### src/rtl/demux74_pkg.sv
// Shared constants, scan FSM state type and slot-slicing helper for the TDM demux.
package demux74_pkg;

  localparam int unsigned SLOTS = 8;
  localparam int unsigned SEL_W = 3;

  typedef enum logic [0:0] {
    StIdle = 1'b0,
    StRun  = 1'b1
  } scan_state_e;

  // LSB position of slot n in a flat bank of w-bit slots.
  function automatic int unsigned slot_lsb(input int unsigned n, input int unsigned w);
    return n * w;
  endfunction

endpackage

### src/rtl/dec3to8.sv
// 3-to-8 one-hot decoder with enable; all outputs low while disabled.
module dec3to8 (
  input  logic       en_i,
  input  logic [2:0] sel_i,
  output logic [7:0] y_o
);

  always_comb begin
    y_o = '0;
    if (en_i) begin
      y_o[sel_i] = 1'b1;
    end
  end

endmodule

### src/rtl/tdm_demux8.sv
// Registered 1-to-8 TDM demultiplexer: framed scan collection into a shadow bank with
// atomic commit, plus an addressed single-slot write mode.
module tdm_demux8
  import demux74_pkg::*;
#(
  parameter int unsigned W = 1
) (
  input  logic               clk_i,
  input  logic               rst_i,
  input  logic               mode_i,
  input  logic [W-1:0]       d_i,
  input  logic [SEL_W-1:0]   addr_i,
  input  logic               we_i,
  input  logic               clr_i,
  input  logic               sync_i,
  input  logic               valid_i,
  output logic [SLOTS*W-1:0] q_o,
  output logic [SEL_W-1:0]   slot_o,
  output logic               frame_done_o,
  output logic               sync_err_o
);

  localparam logic [SEL_W-1:0] LastSlot = SEL_W'(SLOTS - 1);

  scan_state_e state_q, state_d;
  logic [SEL_W-1:0] slot_q, slot_d;
  logic [SLOTS-1:0][W-1:0] shadow_q, shadow_d;
  logic [SLOTS-1:0][W-1:0] q_q, q_d;
  logic frame_done_q, frame_done_d;
  logic sync_err_q, sync_err_d;

  logic [SLOTS-1:0] addr_wen;
  logic [SLOTS-1:0] scan_wen;
  logic [SEL_W-1:0] scan_sel;
  logic             scan_acc;

  // A sync sample always lands in slot 0; otherwise the running counter selects.
  assign scan_sel = sync_i ? '0 : slot_q;
  assign scan_acc = mode_i & valid_i & (sync_i | (state_q == StRun));

  dec3to8 u_dec_addr (
    .en_i  (~mode_i & we_i),
    .sel_i (addr_i),
    .y_o   (addr_wen)
  );

  dec3to8 u_dec_slot (
    .en_i  (scan_acc),
    .sel_i (scan_sel),
    .y_o   (scan_wen)
  );

  always_comb begin
    state_d      = state_q;
    slot_d       = slot_q;
    shadow_d     = shadow_q;
    q_d          = q_q;
    frame_done_d = 1'b0;
    sync_err_d   = sync_err_q;

    if (clr_i) begin
      q_d      = '0;
      shadow_d = '0;
      state_d  = StIdle;
      slot_d   = '0;
    end else if (!mode_i) begin
      state_d = StIdle;
      slot_d  = '0;
      for (int unsigned n = 0; n < SLOTS; n++) begin
        if (addr_wen[n]) q_d[n] = d_i;
      end
    end else if (valid_i) begin
      for (int unsigned n = 0; n < SLOTS; n++) begin
        if (scan_wen[n]) shadow_d[n] = d_i;
      end
      if (sync_i) begin
        // An early sync abandons the open frame and restarts from this sample.
        if (state_q == StRun) sync_err_d = 1'b1;
        state_d = StRun;
        slot_d  = SEL_W'(1);
      end else if (state_q == StRun) begin
        if (slot_q == LastSlot) begin
          for (int unsigned n = 0; n < SLOTS; n++) begin
            q_d[n] = (n == SLOTS - 1) ? d_i : shadow_q[n];
          end
          frame_done_d = 1'b1;
          state_d      = StIdle;
          slot_d       = '0;
        end else begin
          slot_d = slot_q + SEL_W'(1);
        end
      end
    end
  end

  always_ff @(posedge clk_i) begin
    if (rst_i) begin
      state_q      <= StIdle;
      slot_q       <= '0;
      shadow_q     <= '0;
      q_q          <= '0;
      frame_done_q <= 1'b0;
      sync_err_q   <= 1'b0;
    end else begin
      state_q      <= state_d;
      slot_q       <= slot_d;
      shadow_q     <= shadow_d;
      q_q          <= q_d;
      frame_done_q <= frame_done_d;
      sync_err_q   <= sync_err_d;
    end
  end

  for (genvar n = 0; n < SLOTS; n++) begin : g_q_out
    assign q_o[slot_lsb(n, W) +: W] = q_q[n];
  end

  assign slot_o       = slot_q;
  assign frame_done_o = frame_done_q;
  assign sync_err_o   = sync_err_q;

endmodule
### config.mk
export PLATFORM = sky130hd
export DESIGN_NAME = tdm_demux8
export DESIGN_NICKNAME = d
export VERILOG_FILES = /design/src/rtl/demux74_pkg.sv /design/src/rtl/dec3to8.sv /design/src/rtl/tdm_demux8.sv
export SDC_FILE = /design/constraint.sdc
export NUM_CORES = 1
export LEC_CHECK = 0
export BUFFER_PORTS_ARGS = -buffer_cell sky130_fd_sc_hd__buf_2
export CAP_MARGIN = 15
export CORE_MARGIN = 2
export CORE_UTILIZATION = 45
export DETAILED_ROUTE_END_ITERATION = 8
export PLACE_DENSITY = 0.78
export RECOVER_POWER = 100
export SKIP_CTS_REPAIR_TIMING = 1
export SLEW_MARGIN = 30
export SYNTH_ARGS = -nofsm -noshare
export SYNTH_HDL_FRONTEND = slang
export SYNTH_SLANG_ARGS = --single-unit
export TNS_END_PERCENT = 5
### constraint.sdc
create_clock -name clk_i -period 3.2 [get_ports clk_i]
set_input_delay 0.48 -clock clk_i [delete_from_list [all_inputs] [get_ports clk_i]]
set_output_delay 0.48 -clock clk_i [all_outputs]
set_load 0.005 [all_outputs]
**After elaboration in Yosys (flattened, before gate mapping)**

Cells that the tools add are included.

- Add/sub/neg operators: 1
- Order comparisons: 4
- Equality and inequality tests: 5
- Multiplexer cells: 27
- Bitwise logic cells: 8
- Reduce and logical (&&, ||, !) cells: 31

Operators by type and width:

| operator | number |
|---|---|
| two-way mux 8 bit | 6 |
| AND reduction 5 bit | 9 |
| AND reduction 3 bit | 7 |
| nonzero test 2 bit | 9 |
| two-way mux 1 bit | 14 |
| two-way mux 3 bit | 4 |
| less-than comparator 3 x 4 -> 1 bit, second input constant | 2 |
| two-way mux 7 bit | 1 |
| demux 1 bit (select 3 bit) | 2 |
| greater-or-equal comparator 3 x 1 -> 1 bit, second input constant | 2 |
| != test 2 x 1 -> 1 bit, second input constant | 3 |
| OR reduction 6 bit | 1 |
| inverter 1 bit | 4 |
| adder 3 x 1 -> 3 bit, second input constant | 1 |
| AND 1 bit | 3 |
| == test 3 bit, second input constant | 1 |
| OR reduction 3 bit | 1 |
| logical AND 1 bit | 2 |
| != test 2 bit, second input constant | 1 |
| AND reduction 2 bit | 1 |
| OR reduction 2 bit | 1 |
| bitwise OR 1 bit | 1 |

- Register bits: 21
- Input port bits: 11
- Output and inout bits: 13
- Logic and storage cells: 95

**Depth between registers and ports, before layout**

- Depth in word-level cells: 7
- Depth in mapped cells: 6
- Gate-level depth less buffers: 5

**By module**

From an unflattened synthesis, not the netlist that was laid out.

- Cell total of the unflattened synthesis: 131
- Area, all modules: 1343.8 um^2

Modules (own cells, without submodules):

| module | times used | cells an instance | area each (um^2) | sequential area each (um^2) |
|---|---|---|---|---|
| tdm_demux8 | 1 | 115 | 1153.6 | 420.4 |
| dec3to8 | 2 | 8 | 95.1 | 0.0 |

**Worst setup path before layout**

No wires, ideal clock.

- Path kind: register to register
- Start: register slot_q[0], in the netlist slot_o[0]
- End: register q_q, in the netlist q_o[7]
- Setup time: 0.073 ns
- Arrival: 1.369 ns
- Data required time: 3.127 ns
- Path slack: 1.759 ns
- Cell stages (with the launch flop): 7
- Buffers on the path: 1
- Period minus slack after synthesis: 1.441 ns
- Path through: dfxtp_1 > ha_1 > ha_1 > nand4b_1 > buf_6 > mux2i_4 > mux2i_1

- Cells in the longest elaborated chain, start to end: 3

RTL lines:

| item | line | RTL |
|---|---|---|
| start: declaration | tdm_demux8.sv:26 | `logic [SEL_W-1:0] slot_q, slot_d;` |
| start signal: assignment | tdm_demux8.sv:106 | `slot_q <= slot_d;` |
| == test 3 bit | tdm_demux8.sv:82 | `if (slot_q == LastSlot) begin` |
| != test 2 x 1 -> 1 bit (no source line) | n/a |  |
| AND reduction 5 bit (no source line) | n/a |  |
| end signal: assignment | tdm_demux8.sv:108 | `q_q <= q_d;` |
| end: declaration | tdm_demux8.sv:28 | `logic [SLOTS-1:0][W-1:0] q_q, q_d;` |

Every way passes these cells.
A chain may end at the register's enable or synchronous reset.

**Final worst setup path**

Same ends and word-level chain as after synthesis.

==> flow_summary.yaml <==
run_status:
  status: "complete, no violations"
worst_setup_path:
  endpoint_kind: "flip-flop"
  critical_path.max_fanout: 9
  cp_slowest_stage_delay_ps: 520
  start_kind: "flip-flop"
  critPathSlowestCell: "nand4b_1"
  worstSetupPathType: "flip-flop to flip-flop"
  crit_chain: "ha_1, ha_1, nand4b_1, mux2i_4, mux2i_1"
  crit_buf_inv: 0
  crit_family: "simple AND/OR/NAND/NOR gates"
  cpMostUsedCell: "ha_1"
  crit_required_ps: 3440
  cp.arrival_ps: 2250
grt:
  grtUsageMet1: 0.206
  grt_use_met2: 0.307
  grt.overflow.total: 0
  grt_pass1_vias: 864
  top_usage_layer: "met2"
  grt_antenna_before_repair: 0
  met3_usage: 0.0246
  grt_max_degree: 15
  gr-usage-all-layers: 0.171
  grt_pass1_wl_um: 3710
cts:
  clock-root-buffer: "clkbuf_4"
  clkSinkCount: 21
  cts_tree: "built"
  cts_buffers: 3
  clkSlewWorstSetupHoldPaths_ps: 120
  max-clock-path-buffers: 2
  clock_latency_ps: 310
  htree_levels: 1
placed_design:
  post-dp-hpwl_um: 1730
  gp_congestion: 0.780
  dp_worst_setup_slack_ps: 1200
  portBuffers: 23
  placed_area_mm2: 0.00124
floorplanning:
  initial_core_util: 0.468
  rows: 18
  ioPinCount: 24
  die_h_um: 54.3
  die_w_um: 54.3
  core_area_mm2: 0.00243
  dieArea_mm2: 0.00295
yosys:
  synth_cell_types: 30
  yosys-mux-area-fraction: 0.213
  synthArstFlopShare: 0
  postSynthAreaPerCell_um2: 10.2
  synth_area_leaders: "dfxtp_1 37%, mux2i_1 19%, nand2_1 4.3%"
  ys_seq_elements: 21
  syn-num-nets: 125
  synth-compound-area-share: 0.114
  synthFlopType: "dfxtp_1"
  yosys.area_share.adder: 0.0220
  yosysWarnings: 0
  netlist_area_mm2: 0.00114
  synthSimpleGateAreaFrac: 0.237
  synth_edf_count: 0
  seq_area_frac_synth: 0.370
  synth_top_family_by_area: "simple AND/OR/NAND/NOR gates"
  yosys.area.top_type: "dfxtp_1"
  netlist.area_leader.share: 0.370
  synthCells: 112
  synth_xor_area_frac: 0
route:
  drtPass1Iterations: 4
  wire_per_inst_um: 14.1
  drc: 0
  drt-initial-drc-count: 16
  ant_nets: 0
  drt_wl_total_um: 2290
  vias_per_cell: 5.86
  vias: 949
timing:
  finalSetupViolCount: 0
  fin_crit_sh: 0.627
  max_freq_mhz: 499
  fin_crit_ps: 2010
  rsz0062_at_grt: "false"
  hold_violations: 0
  finClkSkew_ps: 5.49
  tns_ps: 0
  tightest_slew_ps: 625
  slew_headroom: 0.581
  slew_viol_final: 0
  postLayoutSetupSlackWorst_ps: 1190
finish:
  final_nets: 146
  diodes: 0
  design_area_mm2: 0.00125
  drive_gt1_frac: 0.197
  fillers: 249
  area_growth_pct: 10.3
flow_run:
  drv_cap: 0
power:
  max-vdd-ir-drop_v: 0.000205
  cellPowerDensity_mw_per_mm2: 345
  p_leak_nw: 0.541
hold_path:
  hold_class: "input port to flip-flop"
==> through the flow <==
step,total power [mW],util,instances,hold WS (ps)
6_report,0.433,0.516,162,370
3_5_place_dp,0.309,0.511,158,459
2_1_floorplan,0.295,-,112,438
3_3_place_gp,0.307,0.511,158,447
5_1_grt,0.448,0.516,162,375
4_1_cts,0.436,0.522,162,363
==> area by class of cell <==
class,instances,area (µm²),area share
clock buffer,4,26.3,0.0209
inverter,1,3.75,0.00299
multi-input combinational,83,663,0.528
tap,30,37.5,0.0299
timing repair buffer,23,104,0.0828
sequential,21,420,0.335
==> final timing paths <==
path / startpoint / to / slack, ps / cells past startpoint
worst max register to register: slot_o[0] / q_o[7] / 1190 / 5
worst min-delay path: rst_i / sync_err_o / 370 / 2
worst min register to register: shadow_q[1] / shadow_q[1] / 470 / 2
worst max-delay path: slot_o[0] / q_o[7] / 1190 / 5
==> placed cells by master (no fill, tap or decap) <==
master	n
o21bai_1	1
mux2i_4	1
a32oi_1	1
o22ai_1	7
mux2i_1	22
nor3b_2	2
clkbuf_4	3
dfxtp_1	21
nand4b_1	4
a21oi_1	2
ha_1	2
nor4b_2	1
and3b_1	2
nand2_1	13
nor2b_1	1
or3_1	1
clkbuf_1	10
nor2_1	5
nand4_1	4
and4bb_2	3
and4b_2	1
inv_1	1
nor2_4	1
o21ai_0	2
o2111ai_1	4
a22oi_1	2
nor3b_1	1
buf_2	14
==> registers in the layout, summed over array words and instances (netlist names) <==
| register | count |
|---|---|
| sync_err_o | 1 |
| frame_done_o | 1 |
| shadow_q | 7 |
| state_q | 1 |
| slot_o | 3 |
| q_o | 8 |
==> Yosys cell counts (2+ instances only) <==
cell type	number
mux2i_1	22
dfxtp_1	21
nand2_1	13
o22ai_1	7
nor2_1	5
nand4_1	4
nand4b_1	4
o2111ai_1	4
and4bb_2	3
buf_2	3
a21oi_1	2
a22oi_1	2
buf_6	2
ha_1	2
nor3b_2	2
o21ai_0	2
==> metal layers <==
layer	routed length, µm	part of all wire
met1	1050	0.46
met2	1100	0.48
met5	0	0
met4	35	0.015
met3	100	0.044
==> power breakdown <==
part / total, mW / switching (mW) / internal, mW
clock network: 0.130 / 0.0810 / 0.0487
logic: 0.0394 / 0.0244 / 0.0149
registers: 0.264 / 0.00149 / 0.263
==> cells by family after synthesis <==
group	Yosys count
compound gates	19
buf+inv	8
flops	21
simple gates	39
mux	23
fa+ha+maj	2
No activity file was read; power rests on OpenSTA's default activity.
